==> config.mk <==
export PLATFORM = sky130hd
export DESIGN_NAME = instruction_fetch_flat
export DESIGN_NICKNAME = d
export VERILOG_FILES = /design/src/rtl/instruction_fetch_if.sv /design/src/rtl/instruction_fetch.sv /design/src/flat_wrapper.sv
export SDC_FILE = /design/constraint.sdc
export NUM_CORES = 1
export LEC_CHECK = 0
export CAP_MARGIN = 20
export CORE_UTILIZATION = 50
export CTS_BUF_LIST = sky130_fd_sc_hd__clkbuf_4 sky130_fd_sc_hd__clkbuf_8
export DETAILED_ROUTE_END_ITERATION = 12
export PLACE_DENSITY = 0.86
export SETUP_SLACK_MARGIN = 0.4
export SLEW_MARGIN = 0
export SYNTH_ARGS = -nofsm -noshare
export SYNTH_HDL_FRONTEND = slang
export SYNTH_SLANG_ARGS = --single-unit
export TNS_END_PERCENT = 50
==> constraint.sdc <==
create_clock -name clk -period 2.8 [get_ports clk]
set_clock_uncertainty 0.15 [all_clocks]
set_input_delay 0.28 -clock clk [delete_from_list [all_inputs] [get_ports clk]]
set_output_delay 0.28 -clock clk [all_outputs]
set_load 0.005 [all_outputs]
==> src/rtl/instruction_fetch_if.sv <==
`default_nettype none
// ============================================================================
//  Module      : instruction_fetch_if
//  Description : Instruction-memory fetch bus. The fetch stage (master)
//                raises imem_req with a word-aligned imem_addr and holds both
//                steady until the memory (slave) answers with imem_ready and
//                imem_rdata. imem_ready may arrive in the cycle req rises.
//  Signals     : imem_req   - fetch request              (master -> slave)
//                imem_addr  - 32-bit word address        (master -> slave)
//                imem_rdata - fetched instruction word   (slave  -> master)
//                imem_ready - completes the request      (slave  -> master)
//  Revision    : 1.0 - initial release
// ============================================================================
interface instruction_fetch_if;
   logic        imem_req;
   logic [31:0] imem_addr;
   logic [31:0] imem_rdata;
   logic        imem_ready;

   modport master (
      output imem_req,
      output imem_addr,
      input  imem_rdata,
      input  imem_ready
   );

   modport slave (
      input  imem_req,
      input  imem_addr,
      output imem_rdata,
      output imem_ready
   );
endinterface
`default_nettype wire

==> src/rtl/instruction_fetch.sv <==
`default_nettype none
// ============================================================================
//  Module      : instruction_fetch
//  Description : IF stage plus IF/ID pipeline register. Holds the PC, fetches
//                words from a variable-latency instruction memory, selects the
//                next PC from the target returned by ID, and presents pc4/inst
//                to ID. Fetches completing under stall are parked in a
//                one-entry buffer; a redirect while a request is outstanding
//                waits out (and discards) that response in DROP.
//  Ports       : clk       - clock, rising edge
//                clr       - synchronous active-high reset
//                stall_en  - freeze PC and IF/ID register
//                pcsource  - 00 seq, 01 bpc, 10 ra, 11 jpc
//                bpc/jpc/ra- redirect targets
//                imem      - fetch bus (master side)
//                pc4/inst  - IF/ID register contents
//                if_valid  - IF/ID slot holds a real instruction
//  Revision    : 1.0 - initial release
// ============================================================================
module instruction_fetch #(
   parameter logic [31:0] RESET_PC = 32'h0000_0000,
   parameter logic [31:0] NOP_INST = 32'h0000_0000
) (
   input  wire logic           clk,
   input  wire logic           clr,
   input  wire logic           stall_en,
   input  wire logic [1:0]     pcsource,
   input  wire logic [31:0]    bpc,
   input  wire logic [31:0]    jpc,
   input  wire logic [31:0]    ra,
   instruction_fetch_if.master imem,
   output logic [31:0]         pc4,
   output logic [31:0]         inst,
   output logic                if_valid
);

   typedef enum logic [0:0] {
      FETCH = 1'b0,
      DROP  = 1'b1
   } state_t;

   state_t      state_q, state_d;
   logic [31:0] pc_q, pc_d;
   logic [31:0] pc4_q, pc4_d;
   logic [31:0] inst_q, inst_d;
   logic        if_valid_q, if_valid_d;
   logic [31:0] buf_inst_q, buf_inst_d;
   logic [31:0] buf_pc4_q, buf_pc4_d;
   logic        buf_valid_q, buf_valid_d;
   logic [31:0] drop_addr_q, drop_addr_d;

   logic        redirect;
   logic [31:0] target;
   logic [31:0] pc_plus4;
   logic        fetch_req;
   logic [31:0] fetch_addr;
   logic        done;

   assign pc_plus4 = pc_q + 32'd4;

   // A stalled redirect is ignored: ID re-presents it once the stall clears.
   assign redirect = (pcsource != 2'b00) && !stall_en;

   always_comb begin
      target = pc_q;
      case (pcsource)
         2'b01:   target = bpc;
         2'b10:   target = ra;
         2'b11:   target = jpc;
         default: target = pc_q;
      endcase
   end

   always_comb begin
      state_d     = state_q;
      pc_d        = pc_q;
      pc4_d       = pc4_q;
      inst_d      = inst_q;
      if_valid_d  = if_valid_q;
      buf_inst_d  = buf_inst_q;
      buf_pc4_d   = buf_pc4_q;
      buf_valid_d = buf_valid_q;
      drop_addr_d = drop_addr_q;
      fetch_req   = 1'b0;
      fetch_addr  = {pc_q[31:2], 2'b00};

      case (state_q)
         FETCH: begin
            // No new request while a parked word waits to be drained.
            fetch_req  = !buf_valid_q;
            fetch_addr = {pc_q[31:2], 2'b00};
         end
         DROP: begin
            // Keep the abandoned request on the bus until memory completes it.
            fetch_req  = 1'b1;
            fetch_addr = drop_addr_q;
         end
         default: begin
            fetch_req  = 1'b0;
         end
      endcase

      // Reset cycle never requests; pending state is replaced on this edge.
      if (clr) begin
         fetch_req = 1'b0;
      end

      done = fetch_req && imem.imem_ready;

      if (redirect) begin
         pc_d        = target;
         inst_d      = NOP_INST;
         if_valid_d  = 1'b0;
         buf_valid_d = 1'b0;
         if (state_q == FETCH) begin
            if (fetch_req && !imem.imem_ready) begin
               state_d     = DROP;
               drop_addr_d = fetch_addr;
            end
         end else if (done) begin
            state_d = FETCH;
         end
      end else if (stall_en) begin
         if (done) begin
            if (state_q == FETCH) begin
               buf_inst_d  = imem.imem_rdata;
               buf_pc4_d   = pc_plus4;
               buf_valid_d = 1'b1;
               pc_d        = pc_plus4;
            end else begin
               state_d = FETCH;
            end
         end
      end else if (state_q == DROP) begin
         inst_d     = NOP_INST;
         if_valid_d = 1'b0;
         if (done) begin
            state_d = FETCH;
         end
      end else if (buf_valid_q) begin
         inst_d      = buf_inst_q;
         pc4_d       = buf_pc4_q;
         if_valid_d  = 1'b1;
         buf_valid_d = 1'b0;
      end else if (done) begin
         inst_d     = imem.imem_rdata;
         pc4_d      = pc_plus4;
         if_valid_d = 1'b1;
         pc_d       = pc_plus4;
      end else begin
         // ID consumed the previous slot and memory has nothing yet.
         inst_d     = NOP_INST;
         if_valid_d = 1'b0;
      end
   end

   always_ff @(posedge clk) begin
      if (clr) begin
         state_q     <= FETCH;
         pc_q        <= RESET_PC;
         pc4_q       <= 32'd0;
         inst_q      <= NOP_INST;
         if_valid_q  <= 1'b0;
         buf_inst_q  <= 32'd0;
         buf_pc4_q   <= 32'd0;
         buf_valid_q <= 1'b0;
         drop_addr_q <= 32'd0;
      end else begin
         state_q     <= state_d;
         pc_q        <= pc_d;
         pc4_q       <= pc4_d;
         inst_q      <= inst_d;
         if_valid_q  <= if_valid_d;
         buf_inst_q  <= buf_inst_d;
         buf_pc4_q   <= buf_pc4_d;
         buf_valid_q <= buf_valid_d;
         drop_addr_q <= drop_addr_d;
      end
   end

   assign imem.imem_req  = fetch_req;
   assign imem.imem_addr = fetch_addr;
   assign pc4            = pc4_q;
   assign inst           = inst_q;
   assign if_valid       = if_valid_q;

endmodule
`default_nettype wire
==> src/flat_wrapper.sv <==
// flat-port wrapper written by rule: the top's interface ports become plain ports
module instruction_fetch_flat 
#(
   parameter logic [31:0] RESET_PC = 32'h0000_0000,
   parameter logic [31:0] NOP_INST = 32'h0000_0000
)
  (clk, clr, stall_en, pcsource, bpc, jpc, ra, pc4, inst, if_valid, imem_imem_req, imem_imem_addr, imem_imem_rdata, imem_imem_ready);
  instruction_fetch_if imem_i ();
  input  wire logic clk;
  input  wire logic clr;
  input  wire logic stall_en;
  input  wire logic [1:0] pcsource;
  input  wire logic [31:0] bpc;
  input  wire logic [31:0] jpc;
  input  wire logic [31:0] ra;
  output logic [31:0] pc4;
  output logic [31:0] inst;
  output logic if_valid;
  output wire logic [$bits(imem_i.imem_req)-1:0] imem_imem_req;
  output wire logic [$bits(imem_i.imem_addr)-1:0] imem_imem_addr;
  input wire logic [$bits(imem_i.imem_rdata)-1:0] imem_imem_rdata;
  input wire logic [$bits(imem_i.imem_ready)-1:0] imem_imem_ready;
  assign imem_imem_req = imem_i.imem_req;
  assign imem_imem_addr = imem_i.imem_addr;
  assign imem_i.imem_rdata = imem_imem_rdata;
  assign imem_i.imem_ready = imem_imem_ready;
  instruction_fetch #(.RESET_PC(RESET_PC), .NOP_INST(NOP_INST)) u_core (.clk(clk), .clr(clr), .stall_en(stall_en), .pcsource(pcsource), .bpc(bpc), .jpc(jpc), .ra(ra), .imem(imem_i), .pc4(pc4), .inst(inst), .if_valid(if_valid));
endmodule
==> summary.txt, run 1 <==
Floorplanning
  • Top Ports: 232
  • Die span in y: about 140 um
  • Die Wd: between 100 and 150 um
  • Initial Util: 51.01%
  • CORE AREA: about 0.019 mm^2
  • Die area: between 0.015 and 0.02 mm^2
  • Placement row count: 50

Clocking
  • CTS sink cnt: roughly 200
  • Number of hold buffers added after CTS: 0
  • Clock Tree Buf Depth: 2
  • Cts bufs inserted: 17
  • CTS H-Tree Depth: 4
  • CTS root buf: clkbuf_8
  • CTS clock-pin slew for the worst setup and hold paths: ~0.11 ns
  • CTS tree: built
  • Worst-Skew Late Latency: about 0.49 ns

Timing
  • Setup Viol. Count Final: 0
  • Setup TNS: 0 ns
  • Worst Tran Pin Value: a little under 0.8 ns
  • Max-Slew Margin vs Limit: about half
  • Final worst-path cycle share: a little under nine tenths
  • Unrepaired setup endpoints after global routing: yes
  • Final hold viol count: 0
  • Highest Clock Rate: 413.7 MHz
  • Min cycle time layout: approximately 2.4 ns
  • Slew Viols, Final: 0

Placement
  • Port Buf Inserts: around 230
  • Final GP Congestion: about 1
  • Detailed Place HPWL: about 22,000 um
  • Placed Cells: 1,605

GRT
  • Pin count of the biggest net entering global routing: 77
  • Number of global-route vias before repair: a little over 9,000
  • First-pass GRT wire length: 49,400 um
  • Total Routing Usage GR: between 30% and 40%
  • GRT Residual Overflow: 0
  • Initial antenna violation count: 0

Pwr
  • Total power: 5.894 mW
  • Peak supply drop: ~0.33 mV
  • LEAKAGE: between 4 and 5 nW
  • Power density over the cells: about 460 mW/mm^2

Synthesis
  • Post-synth EDFFs: 0
  • Synth warn: 0
  • Post-synth top area share: roughly 40%
  • Synth Area per Inst: roughly 8.0 um^2
  • Area leader, netlist: dfxtp_1
  • Top post-synthesis cells by area: dfxtp_1 41%, nand2_1 8.3%, a21oi_1 6.9%
  • Synth cell types: 67
  • Seq/Total Area, Yosys: a little over 40%
  • Post-synth top cells: 211 x nand2_1, 195 x dfxtp_1, 131 x a21oi_1, 101 x nor2_1, 77 x clkbuf_1
  • Ys flop type: dfxtp_1
  • Post-synthesis cell count: ~1,200
  • Post-synthesis register bit count: 195
  • Top-count cell post-synth: nand2_1
  • Syn Std Cell Area: 0.009542 mm^2
  • Post-synth net total: 1,335
  • Async set-reset flop share out of synthesis: 0%

Critical path
  • CP Class: reg -> out
  • Worst R2R Path Depth: 6
  • Worst reg2reg startpoint: u_core.pc_q[3]$_SDFFE_PP0P_
  • Worst flop-to-flop path endpoint: u_core.pc4[16]$_SDFFE_PP0P_
  • Critical Path RT: 2.37 ns
  • Startpoint Class: register
  • Worst stage delay on the critical path: ~0.48 ns
  • Worst path top cell family by delay: buffers and inverters
  • CP Buf/Inv Count: 2
  • Nature of the critical path endpoint: primary output
  • Worst-path maximum fanout: 20
  • CP max-delay cell: clkdlybuf4s50_1
  • Worst path cell trace: buf_12 -> mux2_2 -> clkdlybuf4s50_1
  • R2R setup slack: ~0.43 ns
  • Arr. time, crit path: between 1.5 and 2 ns

Run
  • MaxCap Viol Count: 0

Detailed routing
  • DRT iter0 DRCs: around 960
  • Routed vias/inst: just over 6
  • Wire per inst: ~19 um
  • Final ANT Viol Nets: 0
  • Final WL: 31,040 um
  • DRC Markers: 0
  • Initial DRT Pass Iterations: 12
  • Vias: about 9,900

Final layout
  • Synth-to-Final Area Change: 33.67%
  • Layout Cells excl Fill: 1,643
  • Number of diodes: 0
  • Fin nets: 1,534
  • Final Util: about two thirds
  • Layout cells sized above 1: between 10% and 20%

Hold path
  • Hold EP: u_core.pc_q[5]$_SDFFE_PP0P_
  • HP Class: in -> reg
  • Hold_sp: clr
  • Hold-critical path depth: 3

Run status
  • Status: finished clean
==> state kept, by name, summed over array words and instances, names as in the netlist, named ones only <==
signal,count
u_core.buf_inst_q,32
u_core.buf_pc4_q,32
u_core.drop_addr_q,32
u_core.inst,32
u_core.pc4,32
u_core.pc_q,32
u_core.buf_valid_q,1
u_core.if_valid,1
==> metrics by stage <==
| step | worst slack (ns) | area, um^2 | hold WS (ns) |
|---|---|---|---|
| floorplan | 0.7036 | 9542 | 0.2093 |
| global placement | 0.2429 | 12240 | 0.2881 |
| detailed placement | 0.1904 | 12240 | 0.2928 |
| CTS | 0.3639 | 12700 | 0.1566 |
| global route | 0.3474 | 12750 | 0.1766 |
| finish | 0.3825 | 12750 | 0.1771 |
==> layer usage <==
| layer | GRT usage [%] | share of wire (%) | wire length [um] | up-vias |
|---|---|---|---|---|
| met5 | 0 | 0 | 0 | - |
| met4 | 13.71 | 3.6 | 1115 | 0 |
| met3 | 6.154 | 7.9 | 2445 | 89 |
| met2 | 50.50 | 47 | 14560 | 465 |
| met1 | 42.12 | 42 | 12920 | 4713 |
| li1 | - | - | - | 4662 |
==> repair_timing <==
action / 4_1_cts / 5_1_grt
buffers inserted: 1 / 4
setup endpoints to repair: 27 / 40
pin swaps: 0 / 2
cloned: 1 / 0
gates resized for setup: 4 / 10
==> where the power goes <==
group | leakage (nW) | internal [mW] | switching [mW] | total, mW
Combinational | 2.63 | 0.511 | 0.499 | 1.01
Sequential | 1.58 | 2.86 | 0.0919 | 2.95
Clock | 0.209 | 0.767 | 1.17 | 1.93
==> worst min-delay path: cells and delay by family <==
family | cells | cell delay, ns
buffers and inverters | 2 | 0.37
and+or+nand+nor | 1 | 0.12
==> final cells by class <==
class	instances	area (um^2)
clock buffer	17	234.0
clock inverter	15	182.7
fill	1512	5951
inverter	12	48.80
multi-input combinational	874	5151
sequential	195	3913
tap	234	292.8
timing repair buffer	296	2933
==> how the worst max path moves through the flow <==
stage,startpoint,cells after the start,to,slack (ns)
floorplan,u_core.pc_q[3]$_SDFFE_PP0P_,7,u_core.pc4[26]$_SDFFE_PP0P_,0.70
detailed placement,pcsource[0],9,u_core.pc_q[16]$_SDFFE_PP0P_,0.19
global placement,pcsource[0],8,u_core.pc_q[17]$_SDFFE_PP0P_,0.24
finish,register,3,imem_imem_addr[22],0.38
global route,register,3,imem_imem_addr[31],0.35
CTS,register,3,imem_imem_addr[5],0.36
==> layout by cell type (no fill, tap or decap), types with 4 or more instances in the layout <==
| cell type | count |
|---|---|
| a211oi_1 | 24 |
| a21oi_1 | 131 |
| a221oi_1 | 7 |
| a22o_1 | 6 |
| a22oi_1 | 51 |
| a311oi_1 | 6 |
| a31oi_1 | 11 |
| and2_1 | 4 |
| and3_1 | 12 |
| and4_1 | 5 |
| buf_12 | 9 |
| buf_4 | 56 |
| clkbuf_8 | 17 |
| clkdlybuf4s50_1 | 229 |
| dfxtp_1 | 192 |
| ha_1 | 4 |
| inv_1 | 11 |
| inv_8 | 5 |
| mux2_2 | 54 |
| mux2i_1 | 4 |
| nand2_1 | 210 |
| nand2b_1 | 6 |
| nand3_1 | 31 |
| nand4_1 | 11 |
| nor2_1 | 97 |
| nor2_2 | 4 |
| nor3_1 | 41 |
| nor4_1 | 14 |
| o211ai_1 | 10 |
| o21a_1 | 7 |
| o21ai_0 | 38 |
| o221ai_1 | 5 |
| o31a_1 | 6 |
| o32ai_1 | 8 |
| xnor2_1 | 9 |
| xor2_1 | 7 |
==> kinds of logic after synthesis <==
kind of cell	after synthesis	synth area share, %
and+or+nand+nor	457	21.79
AOI/OAI and AO/OA	338	22.82
DFF	195	40.91
buffers and inverters	128	5.599
adders and majority gates	4	0.5245
xor gates and xnor gates	17	1.560
muxes	58	6.793
No activity file was read; power rests on OpenSTA's default activity.
==> run 2: changes to the inputs <==
--- a/config.mk
+++ b/config.mk
@@ -6,10 +6,10 @@
 export NUM_CORES = 1
 export LEC_CHECK = 0
 export CAP_MARGIN = 20
-export CORE_UTILIZATION = 50
+export CORE_UTILIZATION = 30
 export CTS_BUF_LIST = sky130_fd_sc_hd__clkbuf_4 sky130_fd_sc_hd__clkbuf_8
 export DETAILED_ROUTE_END_ITERATION = 12
-export PLACE_DENSITY = 0.86
+export PLACE_DENSITY = 0.58
 export SETUP_SLACK_MARGIN = 0.4
 export SLEW_MARGIN = 0
 export SYNTH_ARGS = -nofsm -noshare
==> summary.txt, run 2 (same netlist as run 1, synthesis figures left out) <==
Run status
  • Status: finished clean

Detailed routing
  • Final ANT Viol Nets: 0 (unchanged)
  • DRT iter0 DRCs: 657 (-31%)
  • DRC Markers: 0 (unchanged)
  • Initial DRT Pass Iterations: 5 (-7)
  • Final WL: 33,530 um (+8.0%)
  • Wire per inst: 18.62 um (-1.4%)
  • Vias: 9,582 (-3.5%)
  • Routed vias/inst: 5.320 (-12%)

Critical path
  • Arr. time, crit path: 2.67 ns (+0.68 ns)
  • CP Buf/Inv Count: 0 (-2)
  • Worst-path maximum fanout: 10 (-50%)
  • Worst path top cell family by delay: simple AND/OR/NAND/NOR gates
  • CP max-delay cell: dfxtp_1
  • Nature of the critical path endpoint: register
  • Startpoint Class: register
  • Critical Path RT: 3.05 ns (+0.68 ns)
  • Worst stage delay on the critical path: 0.59 ns (+0.11 ns)
  • CP Class: reg -> reg
  • Worst path cell trace: nand3_1 -> nor4_1 -> xor2_1 -> o211ai_1 -> a21oi_1

GRT
  • First-pass GRT wire length: 52,260 um (+5.8%)
  • Met3 Track Usage GR: 2.991% (-3.2 points)
  • Met1 Use GR: 27.88% (-14 points)
  • Initial antenna violation count: 0 (unchanged)
  • GRT Max-Usage Layer: met2
  • Number of global-route vias before repair: 9,051 (-2.6%)
  • Pin count of the biggest net entering global routing: 111 (+44%)
  • GRT Residual Overflow: 0 (unchanged)
  • Total Routing Usage GR: 20.33% (-11 points)
  • M2 GR Usage: 32.68% (-18 points)

Timing
  • Setup Viol. Count Final: 0 (unchanged)
  • Max-Slew Margin vs Limit: 49.19% (+1.0 points)
  • Final worst-path cycle share: 86.38% (about the same)
  • Min cycle time layout: 2.419 ns (+0.001072 ns)
  • Slew Viols, Final: 0 (unchanged)
  • Setup TNS: 0 ns (unchanged)
  • Final hold viol count: 0 (unchanged)
  • Highest Clock Rate: 413.5 MHz (about the same)
  • Post-route setup slack: 0.3815 ns (-0.001072 ns)
  • Worst Tran Pin Value: 0.7622 ns (-0.01561 ns)
  • Min Hold Slack: 0.2237 ns (+0.04658 ns)
  • Unrepaired setup endpoints after global routing: yes

Final layout
  • Final Util: 41.74% (-26 points)
  • Synth-to-Final Area Change: 35.22%
  • Multi-input gate area: 0.005169 mm^2 (+0.34%)
  • Filler cells: 3,110 (+110%)
  • Fin nets: 1,530 (-0.26%)
  • Most common cell after layout, fill and taps aside: clkdlybuf4s50_1
  • Reg area: 0.003915 mm^2 (about the same)
  • Layout cells sized above 1: 13.02% (+0.037 points)
  • Most frequent cells in the layout: 230 x clkdlybuf4s50_1, 211 x nand2_1, 190 x dfxtp_1
  • Number of diodes: 0 (unchanged)

Floorplanning
  • Die span in y: 180.3 um (+29%)
  • Top Ports: 232 (unchanged)
  • Placement row count: 64 (+28%)
  • Initial Util: 30.87% (-20 points)
  • Die area: 0.03252 mm^2 (+66%)
  • CORE AREA: 0.03091 mm^2 (+65%)
  • Die Wd: 180.3 um (+29%)

Clocking
  • Worst-Skew Late Latency: 0.47 ns (-0.02 ns)
  • CTS clock-pin slew for the worst setup and hold paths: 0.13 ns (+0.02 ns)
  • Clock Tree Buf Depth: 2 (unchanged)
  • CTS sink cnt: 195 (unchanged)
  • CTS tree: built
  • CTS H-Tree Depth: 4 (unchanged)
  • Cts bufs inserted: 17 (unchanged)
  • CTS root buf: clkbuf_8

Hold path
  • HP Class: in -> reg

Placement
  • Detailed Place HPWL: 23,450 um (+7.5%)
  • Port Buf Inserts: 231 (unchanged)
  • Post-place setup slack: 0.2037 ns (+0.01331 ns)
  • Final GP Congestion: 0.8996 (-8.1%)

Pwr
  • LEAKAGE: 4.374 nW (-1.2%)
  • Power density over the cells: 458.5 mW/mm^2 (-0.77%)
  • Peak supply drop: 0.2446 mV (-26%)

Run
  • MaxCap Viol Count: 0 (unchanged)
[run 2: worst min-delay path, stage by stage]
cell,delay [ns]
clkdlybuf4s50_1,0.42
nand2_1,0.06
a21oi_1,0.05
[run 2: final timing paths]
kind | slack, ns | to | start | cells past startpoint
setup / recovery | 0.38 | u_core.pc4[13]$_SDFFE_PP0P_ | u_core.pc_q[4]$_SDFFE_PP0P_ | 5
hold / removal | 0.22 | u_core.buf_inst_q[19]$_SDFFE_PP0P_ | imem_imem_rdata[19] | 3
setup reg to reg | 0.38 | u_core.pc4[13]$_SDFFE_PP0P_ | u_core.pc_q[4]$_SDFFE_PP0P_ | 5
hold reg to reg | 0.31 | u_core.pc4[17]$_SDFFE_PP0P_ | u_core.pc4[17]$_SDFFE_PP0P_ | 2
[run 2: what timing repair did]
| item | in CTS | in global routing |
|---|---|---|
| resized for setup | 2 | 14 |
| hold endpoints to repair | 0 | 0 |
| hold buffers | 0 | 0 |
| setup buffers | 2 | 3 |
| setup endpoints to repair | 34 | 32 |
| pin swaps | 0 | 1 |
[run 2: per-layer routing]
metal,vias to the layer above,part of all wire [%]
met2,290,47
li1,4660,-
met4,0,2.2
met3,37,4.7
met5,-,0
met1,4595,46
[run 2: stage by stage]
step / std cells / cell area (um^2) / total power, mW
after floorplan: 1197 / 9542 / 3.495
after global placement: 1764 / 12410 / 4.012
after detailed placement: 1764 / 12410 / 4.019
after CTS: 1798 / 12830 / 5.966
after global routing: 1801 / 12900 / 6.185
final: 1801 / 12900 / 5.916
[run 2: area by class of cell]
type / instances / area share, %
well taps: 396 / 3.840
repair buffers: 292 / 22.23
multi-input cells: 874 / 40.06
inverters: 12 / 0.3782
clock inverters: 14 / 1.280
clock buffers: 18 / 1.872
flip-flops and latches: 195 / 30.34
[run 2: where the power goes]
group          leakage [nW]  switching, mW  internal (mW)
logic                  2.58          0.511          0.512
registers              1.58         0.0858           2.86
clock network         0.210           1.18          0.769
total                  4.37           1.77           4.14
